`config.mk`:
```
export PLATFORM = sky130hd
export DESIGN_NAME = mem_port_arbiter
export DESIGN_NICKNAME = d
export VERILOG_FILES = /design/src/rtl/mem_port_arbiter.sv
export SDC_FILE = /design/constraint.sdc
export NUM_CORES = 1
export LEC_CHECK = 0
export CAP_MARGIN = 20
export CELL_PAD_IN_SITES_DETAIL_PLACEMENT = 0
export CELL_PAD_IN_SITES_GLOBAL_PLACEMENT = 1
export CORE_AREA = 2 2 310 312
export DETAILED_ROUTE_END_ITERATION = 16
export DIE_AREA = 0 0 312 314
export PLACE_DENSITY = 0.56
export SLEW_MARGIN = 20
export SYNTH_ARGS = -nofsm -noshare
export SYNTH_HDL_FRONTEND = slang
export SYNTH_SLANG_ARGS = --single-unit
```
`constraint.sdc`:
```
create_clock -name clk -period 19.8 [get_ports clk]
set_input_delay 2.97 -clock clk [delete_from_list [all_inputs] [get_ports clk]]
set_output_delay 2.97 -clock clk [all_outputs]
set_load 0.03 [all_outputs]
```
`src/rtl/mem_port_arbiter.sv`:
```
// mem_port_arbiter
// Lets N_CORES execute/mem pipeline stages share one synchronous data-memory
// port. Only one transaction is in flight at a time, and grants rotate
// round-robin.
//
// Ports
//   clk, reset     clock; asynchronous active-high reset
//   req_i, we_i    per-core request and write(1)/read(0) select
//   addr_i         per-core address, core i at [ADDR_W*i +: ADDR_W]
//   wdata_i        per-core write data, core i at [DATA_W*i +: DATA_W]
//   stall_o        per-core stall (req_i & ~done_o), the inverse of the pipe-register enable
//   done_o         registered one-cycle completion pulse for the owner
//   rdata_o        registered last read data, valid while done_o pulses for a read
//   mem_*_o        registered strobe, write enable, address and write data to memory
//   mem_rdata_i    memory read data, RD_LAT cycles after the strobe is sampled
//   dbg_state      current FSM state (IDLE=0, ISSUE=1, RD_WAIT=2, RESP=3)
//
// Handshake: req_i[i] acts as "valid" and is held until done_o[i] pulses.
// done_o[i] acts as a one-cycle "ready". The transfer completes in the cycle
// where both are high. The core must then drop or replace its request at
// the edge that ends that cycle. The arbiter samples req_i only in IDLE, so
// changes to req_i or we_i after the grant have no effect.
module mem_port_arbiter #(
    parameter int N_CORES = 4,
    parameter int ADDR_W  = 64,
    parameter int DATA_W  = 64,
    parameter int RD_LAT  = 2
) (
    input  logic                      clk,
    input  logic                      reset,
    input  logic [N_CORES-1:0]        req_i,
    input  logic [N_CORES-1:0]        we_i,
    input  logic [N_CORES*ADDR_W-1:0] addr_i,
    input  logic [N_CORES*DATA_W-1:0] wdata_i,
    output logic [N_CORES-1:0]        stall_o,
    output logic [N_CORES-1:0]        done_o,
    output logic [DATA_W-1:0]         rdata_o,
    output logic                      mem_en_o,
    output logic                      mem_we_o,
    output logic [ADDR_W-1:0]         mem_addr_o,
    output logic [DATA_W-1:0]         mem_wdata_o,
    input  logic [DATA_W-1:0]         mem_rdata_i,
    output logic [1:0]                dbg_state
);

    localparam int PTR_W = $clog2(N_CORES);

    typedef enum logic [1:0] {
        IDLE    = 2'd0,
        ISSUE   = 2'd1,
        RD_WAIT = 2'd2,
        RESP    = 2'd3
    } state_t;

    state_t           state;
    logic [PTR_W-1:0] ptr;
    logic [PTR_W-1:0] owner;
    logic [2:0]       cnt;

    logic [PTR_W-1:0] win;
    logic [PTR_W-1:0] win_next;
    logic [PTR_W:0]   scan_sum;
    logic             found;

    assign stall_o   = req_i & ~done_o;
    assign dbg_state = state;

    // Round-robin search: the first set request bit at or above ptr, wrapping
    // modulo N_CORES. scan_sum has one extra bit so that ptr+k cannot overflow
    // before the wrap.
    always_comb begin
        win      = '0;
        found    = 1'b0;
        scan_sum = '0;
        for (int k = 0; k < N_CORES; k++) begin
            scan_sum = {1'b0, ptr} + (PTR_W+1)'(k);
            if (scan_sum >= (PTR_W+1)'(N_CORES))
                scan_sum = scan_sum - (PTR_W+1)'(N_CORES);
            if (!found && req_i[scan_sum[PTR_W-1:0]]) begin
                found = 1'b1;
                win   = scan_sum[PTR_W-1:0];
            end
        end
    end

    assign win_next = (win == PTR_W'(N_CORES-1)) ? '0 : win + 1'b1;

    always_ff @(posedge clk or posedge reset) begin
        if (reset) begin
            state       <= IDLE;
            ptr         <= '0;
            owner       <= '0;
            cnt         <= '0;
            done_o      <= '0;
            rdata_o     <= '0;
            mem_en_o    <= 1'b0;
            mem_we_o    <= 1'b0;
            mem_addr_o  <= '0;
            mem_wdata_o <= '0;
        end else begin
            done_o <= '0;
            case (state)
                IDLE: begin
                    if (found) begin
                        owner       <= win;
                        ptr         <= win_next;
                        mem_en_o    <= 1'b1;
                        mem_we_o    <= we_i[win];
                        mem_addr_o  <= addr_i[ADDR_W*win +: ADDR_W];
                        mem_wdata_o <= wdata_i[DATA_W*win +: DATA_W];
                        state       <= ISSUE;
                    end else begin
                        mem_en_o <= 1'b0;
                    end
                end
                ISSUE: begin
                    // The memory samples the strobe at this edge. The address
                    // and write data stay on the bus afterwards.
                    mem_en_o <= 1'b0;
                    mem_we_o <= 1'b0;
                    if (mem_we_o) begin
                        done_o <= {{(N_CORES-1){1'b0}}, 1'b1} << owner;
                        state  <= RESP;
                    end else begin
                        cnt   <= 3'd1;
                        state <= RD_WAIT;
                    end
                end
                RD_WAIT: begin
                    if (cnt == 3'(RD_LAT)) begin
                        rdata_o <= mem_rdata_i;
                        done_o  <= {{(N_CORES-1){1'b0}}, 1'b1} << owner;
                        state   <= RESP;
                    end else begin
                        cnt <= cnt + 3'd1;
                    end
                end
                RESP: begin
                    state <= IDLE;
                end
                default: state <= IDLE;
            endcase
        end
    end

endmodule

```
==> flow_summary.yaml, run 1 <==
setup_path:
  cp_slowest_stage_delay_ns: 0.68
  cp_max_fo: 5
  startpoint_type: "primary input"
  cp_num_cells: 3
  cpMaxStageDelayCell: "clkdlybuf4s50_1"
  critPathArrivalTime_ns: 4.39
  cp.required_ns: 16.83
  end_kind: "output port"
  cp_top_family: "buffers and inverters"
  r2r.worst_path.cells: 8
  crit_buf_inv: 2
  crit_top_cell: "clkdlybuf4s50_1"
  setup.worst_path.class: "primary input to output port"
  worstPathCellList: "clkdlybuf4s50_1 > nor2b_1 > clkdlybuf4s50_1"
sta:
  rsz0062_at_grt: "no"
  hold_viol_final: 0
  fin_crit_ns: 7.36
  fin_worst_skew_ns: 0.0135
  finalMaxSlewViolations: 0
  min_period_over_period: 0.372
  setup_viol: 0
  relSlewSlack: 0.335
  fin_ws_ns: 12.44
  worst_pin_slew_ns: 0.998
  clock.fmax_ghz: 0.136
  setup_tns_ns: 0
cts:
  clkSinkCount: 207
  cts_buffers: 29
  clk_pin_slew_ns: 0.06
  post_cts_buffers: 0
  htreeDepth: 1
  cts_resized: 0
  clock_latency_ns: 0.59
  clockBufferDepth: 3
  cts_tree: "done"
  ctsHoldBuffers: 0
  root_buffer: "clkbuf_16"
synth:
  synth_area_mm2: 0.0111
  syn_avg_cell_area_um2: 11.7
  synthFlopType: "dfrtp_1"
  synthXorXnorAreaFrac: 0.000790
  synth_top_family_by_area: "multiplexers"
  synth_compound_area_frac: 0.117
  synth_nets: 1537
  synth_edf_count: 0
  synthArstFlopShare: 1.00
  synth_seq_area_share: 0.467
  muxShareOfSynthArea: 0.298
  synth_cells: 946
  synth-seq-cells: 207
  synthSimpleGateAreaFrac: 0.0623
  synthAdderAreaFrac: 0.00564
  ys_types: 35
  ys_warn_count: 0
cells_and_area:
  drive_gt1_frac: 0.0722
  seqCellArea_mm2: 0.00518
  layout_common_cells: "789 x clkdlybuf4s50_1, 257 x mux2i_1, 207 x dfrtp_1"
  multi_input_area_mm2: 0.00539
  fillCellCount: 10300
  fin_nets: 2288
  fin_area_mm2: 0.0211
  syn_to_final_growth_pct: 90.3
  finish.utilization: 0.223
  final_common_cell: "clkdlybuf4s50_1"
global_routing:
  gr-usage-all-layers: 0.109
  grt-ovfl-total: 0
  grt_pass1_wl_um: 80700
  grt_max_degree: 79
  antenna_found_initial: 4
  grt_pass1_vias: 11900
floorplan:
  die_w_um: 312
  start_util: 0.117
  io_pins: 790
  dieArea_mm2: 0.0980
  core_area_mm2: 0.0944
  fp.dieH_um: 314
  num_rows: 113
power_and_ir_drop:
  power_mw: 2.99
  p_per_area_mw_per_mm2: 142
  p_leak_nw: 8.52
  ir_worst_vdd_mv: 0.0880
drt:
  dr.pass1.iters: 5
  dr_total_vias: 11000
  drc: 0
  drt.antenna.violating_nets: 0
  viasPerCell: 3.68
  drt-initial-drc-count: 455
  avgRoutedWirePerCell_um: 18.9
  drt-total-wl_um: 56500
outcome:
  status: "finished clean"
place:
  portBuffers: 789
  dp_hpwl_um: 43600
  placed_cell_area_mm2: 0.0202
  place_congestion: 0.906
  dp_worst_setup_slack_ns: 11.93
run:
  cap_violations: 0
worst_hold_path:
  min_path_cells: 2
  holdCritPathClass: "flip-flop to flip-flop"
power breakdown:
group	internal (mW)	total, mW	switching (mW)
clock	0.303	0.517	0.214
combinational	0.747	1.72	0.969
sequential	0.635	0.761	0.125
total	1.68	2.99	1.31
flip-flops by register name, indices dropped and copies added (netlist names):
register,count
dbg_state,2
ptr,2
mem_en_o,1
mem_we_o,1
cnt,3
mem_addr_o,64
owner,2
rdata_o,64
mem_wdata_o,64
done_o,4
cells by family (layout without fill, tap and decap cells):
group	count (synthesis)	in the layout
buf+inv	87	858
simple gates	172	172
flops	207	207
compound gates	152	152
xor+xnor	1	1
other cells	0	5
fa+ha+maj	5	5
mux	322	322
synth_stat cells (all sizes together), types with 2 or more instances:
cell | number | area, um2
nand3 | 4 | 20.0
o21a | 2 | 15.0
a311o | 2 | 20.0
o21ai | 5 | 25.0
buf | 44 | 380
ha | 5 | 62.6
nor2b | 6 | 37.5
and2 | 2 | 12.5
inv | 7 | 26.3
nor2 | 8 | 30.0
dfrtp | 207 | 5180
o221ai | 129 | 1130
mux2i | 257 | 2570
mux2 | 65 | 736
nor3 | 3 | 15.0
clkbuf | 36 | 135
nand2b | 3 | 18.8
a21oi | 6 | 30.0
nand2 | 143 | 537
final cells by class:
class | instances | share of cell area
inverter | 7 | 0.00160
antenna | 5 | 0.000593
tap | 1265 | 0.0750
timing repair buffer | 800 | 0.378
clock inverter | 6 | 0.00297
sequential | 207 | 0.246
multi-input combinational | 652 | 0.256
clock buffer | 45 | 0.0401
per-stage QoR:
| step | std cells | hold slack, ns |
|---|---|---|
| finish | 2987 | 0.482 |
| global route | 2984 | 0.505 |
| floorplan | 946 | 0.455 |
| global placement | 2931 | 0.470 |
| detailed placement | 2931 | 0.474 |
| CTS | 2982 | 0.488 |
worst reg2reg max path, cell delays in order (launching register included):
cell	delay [ns]
dfrtp_1	0.43
nand2_1	0.12
a311o_1	0.23
and2_4	0.69
buf_4	0.90
buf_4	0.85
buf_4	0.86
mux2i_1	0.38
o221ai_1	0.14
layer usage:
metal	wire length, um	GRT usage
met2	28400	0.193
met1	21300	0.122
met5	0	0
met4	2100	0.0384
met3	4680	0.0356
worst paths after layout:
path                             endpoint      startpoint  slack (ns)
min                        mem_addr_o[11]  mem_addr_o[11]        0.48
min in group asynchronous  mem_addr_o[14]           reset        2.87
min reg2reg                mem_addr_o[11]  mem_addr_o[11]        0.48
max                            stall_o[2]        req_i[2]       12.44
max reg2reg                mem_wdata_o[4]          ptr[1]       15.03
max in group asynchronous  mem_addr_o[43]           reset       15.50
(Power assumes the default switching activity.)
==> run 2, diff against run 1 <==
--- a/config.mk
+++ b/config.mk
@@ -8,10 +8,10 @@
 export CAP_MARGIN = 20
 export CELL_PAD_IN_SITES_DETAIL_PLACEMENT = 0
 export CELL_PAD_IN_SITES_GLOBAL_PLACEMENT = 1
-export CORE_AREA = 2 2 310 312
+export CORE_AREA = 2 2 304 306
 export DETAILED_ROUTE_END_ITERATION = 16
-export DIE_AREA = 0 0 312 314
-export PLACE_DENSITY = 0.56
+export DIE_AREA = 0 0 306 308
+export PLACE_DENSITY = 0.57
 export SLEW_MARGIN = 20
 export SYNTH_ARGS = -nofsm -noshare
 export SYNTH_HDL_FRONTEND = slang
==> constraint.sdc (replaced) <==
create_clock -name clk -period 7.35 [get_ports clk]
set_input_delay 1.1025 -clock clk [delete_from_list [all_inputs] [get_ports clk]]
set_output_delay 1.1025 -clock clk [all_outputs]
set_load 0.03 [all_outputs]
==> flow_summary.yaml, run 2 (same netlist as run 1, synthesis figures left out) <==
cts:
  post_cts_buffers: 0
  cts_buffers: 29
  clock_latency_ns: 0.59
  clockBufferDepth: 3
  htreeDepth: 1
  cts_tree: "done"
  clk_pin_slew_ns: 0.05
  root_buffer: "clkbuf_16"
  cts_resized: 0
  clkSinkCount: 207
  ctsHoldBuffers: 0
drt:
  dr_total_vias: 10900
  drt.antenna.violating_nets: 0
  drt-total-wl_um: 56000
  avgRoutedWirePerCell_um: 19.3
  dr.pass1.iters: 5
  drc: 0
  drt-initial-drc-count: 520
  viasPerCell: 3.75
setup_path:
  setup.worst_path.class: "primary input to output port"
  crit_top_cell: "clkdlybuf4s50_1"
  reg2reg_from: "ptr[1]"
  endpoint: "stall_o[0]"
  worstPathCellList: "clkdlybuf4s50_1 > nor2b_1 > clkdlybuf4s50_1"
  cpMaxStageDelayCell: "clkdlybuf4s50_1"
  cp-startpoint: "req_i[0]"
  r2r-end: "mem_wdata_o[41]"
  cp_slowest_stage_delay_ns: 0.74
  r2r.worst_path.cells: 6
  end_kind: "output port"
  cp_max_fo: 4
  cp.required_ns: 6.25
  critPathArrivalTime_ns: 2.72
  reg2reg_slack_ns: 4.17
  startpoint_type: "primary input"
cells_and_area:
  drive_gt1_frac: 0.0779
  syn_to_final_growth_pct: 90.0
  top_regs: "mem_addr_o: 64 flops, mem_wdata_o: 64 flops, rdata_o: 64 flops"
  final_common_cell: "clkdlybuf4s50_1"
  finish.utilization: 0.231
  antenna_cells: 0
  layout_common_cells: "789 x clkdlybuf4s50_1, 257 x mux2i_1, 207 x dfrtp_1"
  fin_nets: 2289
floorplan:
  die_w_um: 306
  fp.dieH_um: 308
  core_area_mm2: 0.0910
  start_util: 0.122
  io_pins: 790
  dieArea_mm2: 0.0942
  num_rows: 111
sta:
  finalMaxSlewViolations: 0
  relSlewSlack: 0.322
  fin_worst_skew_ns: 0.00998
  worst_pin_slew_ns: 1.02
  hold_viol_final: 0
  fin_crit_ns: 3.82
  rsz0062_at_grt: "no"
  setup_tns_ns: 0
  min_period_over_period: 0.520
  setup_viol: 0
  clock.fmax_ghz: 0.262
place:
  portBuffers: 789
  place_congestion: 0.855
  dp_hpwl_um: 44000
outcome:
  status: "finished clean"
global_routing:
  antenna_found_initial: 2
  gr-usage-all-layers: 0.111
  grt_pass1_vias: 11800
  grt_max_degree: 113
  grt-ovfl-total: 0
  grt_pass1_wl_um: 79500
power_and_ir_drop:
  intPower_mw: 4.53
  power_frac_seq: 0.254
  ir_worst_vdd_mv: 0.169
  p_leak_nw: 8.55
  power_mw: 8.07
  p_per_area_mw_per_mm2: 384
  p_clk_frac: 0.171
  netSwitchingFraction: 0.439
  pwr-share-comb: 0.575
  p_sw_mw: 3.55
worst_hold_path:
  holdCritPathClass: "flip-flop to flip-flop"
run:
  cap_violations: 0
-- run 2: changes by cell type in the layout (fill, tap and decap cells not counted) --
cell,before,now
buf_12,0,4
clkinv_4,1,2
bufinv_16,1,0
buf_4,11,8
clkinv_2,3,9
clkinvlp_4,0,2
clkbuf_1,10,4
clkbuf_8,6,7
diode_2,5,0
-- run 2: routing by layer --
metal	wire, um	vias to the layer above	share of wire	global-route usage
met3	4820	53	0.086	0.0315
met1	21000	5285	0.37	0.124
met4	1090	4	0.019	0.0275
met2	29100	481	0.52	0.207
li1	-	5078	-	-
met5	27	-	0.00048	0
-- run 2: layout make-up --
cell class | instances | area [um2]
Timing Repair Buffer | 801 | 8040
Tap cell | 1186 | 1480
Fill cell | 9667 | 69900
Clock buffer | 40 | 837
Clock inverter | 14 | 86.3
Inverter | 7 | 33.8
Multi-Input combinational cell | 652 | 5390
Sequential cell | 207 | 5180
-- run 2: through the flow --
step | hold WS, ns | instances | area (um2) | setup WS [ns]
floorplan | 0.455 | 946 | 11100 | 0.595
global placement | 0.468 | 2853 | 20100 | 3.08
detailed placement | 0.473 | 2853 | 20100 | 2.92
CTS | 0.488 | 2907 | 21100 | 3.52
global route | 0.507 | 2907 | 21100 | 3.43
finish | 0.484 | 2907 | 21100 | 3.53
-- run 2: worst min-delay path by stage --
| stage | start | slack [ns] | depth (start not counted) | endpoint |
|---|---|---|---|---|
| 2_1_floorplan | owner[1] | 0.45 | 1 | done_o[1] |
| 3_3_place_gp | mem_wdata_o[19] | 0.47 | 2 | mem_wdata_o[19] |
| 3_5_place_dp | mem_wdata_o[23] | 0.47 | 2 | mem_wdata_o[23] |
| 4_1_cts | mem_wdata_o[2] | 0.49 | 2 | mem_wdata_o[2] |
| 5_1_grt | mem_wdata_o[26] | 0.51 | 2 | mem_wdata_o[26] |
| 6_report | mem_addr_o[43] | 0.48 | 2 | mem_addr_o[43] |
-- run 2: power groups by stage --
| stage | sequential [mW] | clock [mW] | combinational, mW |
|---|---|---|---|
| floorplan | 3.06 | 0 | 1.70 |
| global placement | 2.05 | 0 | 4.66 |
| detailed placement | 2.06 | 0 | 4.72 |
| CTS | 2.05 | 1.45 | 4.73 |
| global route | 2.12 | 1.50 | 4.95 |
| finish | 2.05 | 1.38 | 4.65 |
-- run 2: critical path, delay by kind of cell --
family                 cells  cell delay [ns]
buffers and inverters      2             1.29
and+or+nand+nor            1             0.33
==> run 3, diff against run 2 <==
==> constraint.sdc (replaced) <==
create_clock -name clk -period 3.8 [get_ports clk]
set_input_delay 0.57 -clock clk [delete_from_list [all_inputs] [get_ports clk]]
set_output_delay 0.57 -clock clk [all_outputs]
set_load 0.03 [all_outputs]
==> flow_summary.yaml, run 3 (same netlist as run 1, synthesis figures left out) <==
outcome:
  status: "finished clean"
cts:
  cts_tree: "done"
  clk_pin_slew_ns: 0.06
  root_buffer: "clkbuf_16"
  cts_buffers: 28
  clock_latency_ns: 0.59
  cts_resized: 0
  clkSinkCount: 207
  htreeDepth: 1
  clockBufferDepth: 3
  post_cts_buffers: 0
  ctsHoldBuffers: 0
sta:
  clock.fmax_ghz: 0.371
  fin_crit_ns: 2.69
  setup_tns_ns: 0
  hold_viol_final: 0
  setup_viol: 0
  rsz0062_at_grt: "no"
  worst_pin_slew_ns: 0.704
  finalMaxSlewViolations: 0
  min_period_over_period: 0.709
  fin_worst_skew_ns: 0.0264
  relSlewSlack: 0.531
setup_path:
  cp.required_ns: 3.23
  cp_max_fo: 4
  setup.worst_path.class: "primary input to output port"
  r2r.worst_path.cells: 6
  cpMaxStageDelayCell: "clkdlybuf4s50_1"
  crit_top_cell: "clkdlybuf4s50_1"
  cp_num_cells: 3
  r2r-end: "mem_wdata_o[0]"
  startpoint_type: "primary input"
  reg2reg_slack_ns: 1.25
  endpoint: "stall_o[3]"
  worstPathCellList: "clkdlybuf4s50_1 > nor2b_1 > clkdlybuf4s50_1"
  reg2reg_from: "ptr[1]"
  crit_buf_inv: 2
  critPathArrivalTime_ns: 2.12
  end_kind: "output port"
  cp_top_family: "buffers and inverters"
  cp-startpoint: "req_i[3]"
  cp_slowest_stage_delay_ns: 0.75
worst_hold_path:
  holdCritPathClass: "primary input to asynchronous set/reset pin"
cells_and_area:
  fillCellCount: 9705
  top_regs: "mem_addr_o: 64 flops, mem_wdata_o: 64 flops, rdata_o: 64 flops"
  final_cells: 2941
  drive_gt1_frac: 0.0941
  layout_common_cells: "789 x clkdlybuf4s50_1, 257 x mux2i_1, 207 x dfrtp_1"
  fin_nets: 2322
  final_common_cell: "clkdlybuf4s50_1"
  syn_to_final_growth_pct: 94.0
global_routing:
  grt-ovfl-total: 0
  grt_max_degree: 74
  grt_pass1_vias: 12000
  grt_pass1_wl_um: 82100
  antenna_found_initial: 2
  gr-usage-all-layers: 0.116
floorplan:
  start_util: 0.122
  num_rows: 111
  dieArea_mm2: 0.0942
  io_pins: 790
  core_area_mm2: 0.0910
  fp.dieH_um: 308
  die_w_um: 306
power_and_ir_drop:
  p_per_area_mw_per_mm2: 751
  intPower_mw: 9.17
  power_frac_seq: 0.248
  ir_worst_vdd_mv: 0.422
  p_sw_mw: 6.98
  p_clk_frac: 0.177
  power_mw: 16.2
  p_leak_nw: 8.78
  netSwitchingFraction: 0.432
  pwr-share-comb: 0.575
drt:
  drt-initial-drc-count: 565
  drt.antenna.violating_nets: 0
  dr.pass1.iters: 7
  dr_total_vias: 11200
  drt-total-wl_um: 58300
  viasPerCell: 3.81
  avgRoutedWirePerCell_um: 19.8
  drc: 0
run:
  cap_violations: 0
place:
  dp.cells: 2887
  dp_hpwl_um: 46400
  portBuffers: 789
  place_congestion: 0.903
-- run 3: changes by cell type in the layout (fill, tap and decap cells not counted), sizes merged --
cell,change
diode,+2
clkbuf,+2
buf,+34
bufinv,+3
clkinv,-5
inv,-2
-- run 3: worst reg2reg max path: stages, from the launching register on --
cell and delay [ns]:
dfrtp_1 0.43, nand2_1 0.12, a311o_1 0.22, and2_4 0.61, buf_12 0.38, mux2i_1 0.48, o221ai_1 0.19
-- run 3: how the worst min path moves through the flow --
stage	from	slack, ns	cells after the start	endpoint
6_report	reset	0.39	2	rdata_o[36]
5_1_grt	reset	0.38	2	mem_addr_o[30]
4_1_cts	reset	0.33	2	rdata_o[41]
3_5_place_dp	mem_addr_o[26]	0.47	2	mem_addr_o[26]
3_3_place_gp	mem_wdata_o[56]	0.47	2	mem_wdata_o[56]
2_1_floorplan	owner[1]	0.45	1	done_o[1]
-- run 3: metal layers --
layer  vias up  part of all wire  global-route usage
met5         -                 0                   0
met4         0             0.031              0.0363
met3        65             0.075              0.0295
met2       512              0.50               0.206
met1      5489              0.39               0.136
li1       5135                 -                   -
-- run 3: through the flow --
step | hold slack [ns] | utilization | area [um2] | worst slack (ns)
after floorplan | 0.455 | - | 11100 | 0.544
after global placement | 0.471 | 0.226 | 20500 | 0.635
after detailed placement | 0.472 | 0.226 | 20500 | 0.599
after CTS | 0.329 | 0.236 | 21500 | 1.06
after global routing | 0.376 | 0.236 | 21500 | 1.05
final | 0.386 | 0.236 | 21500 | 1.11
-- run 3: cell type report --
cell class	count	area (um2)	share of cell area
antenna	2	5.00	0.000233
timing repair buffer	835	8430	0.392
inverter	7	30.0	0.00140
tap	1186	1480	0.0690
multi-input combinational	652	5390	0.251
clock inverter	10	128	0.00594
clock buffer	42	855	0.0397
sequential	207	5180	0.241
-- run 3: power by group through the flow --
stage	clock network, mW	registers [mW]	logic (mW)
after floorplan	0	5.92	3.29
after global placement	0	4.00	9.32
after detailed placement	0	4.03	9.39
after CTS	2.99	4.01	9.41
after global routing	3.08	4.14	9.84
final	2.86	4.01	9.28
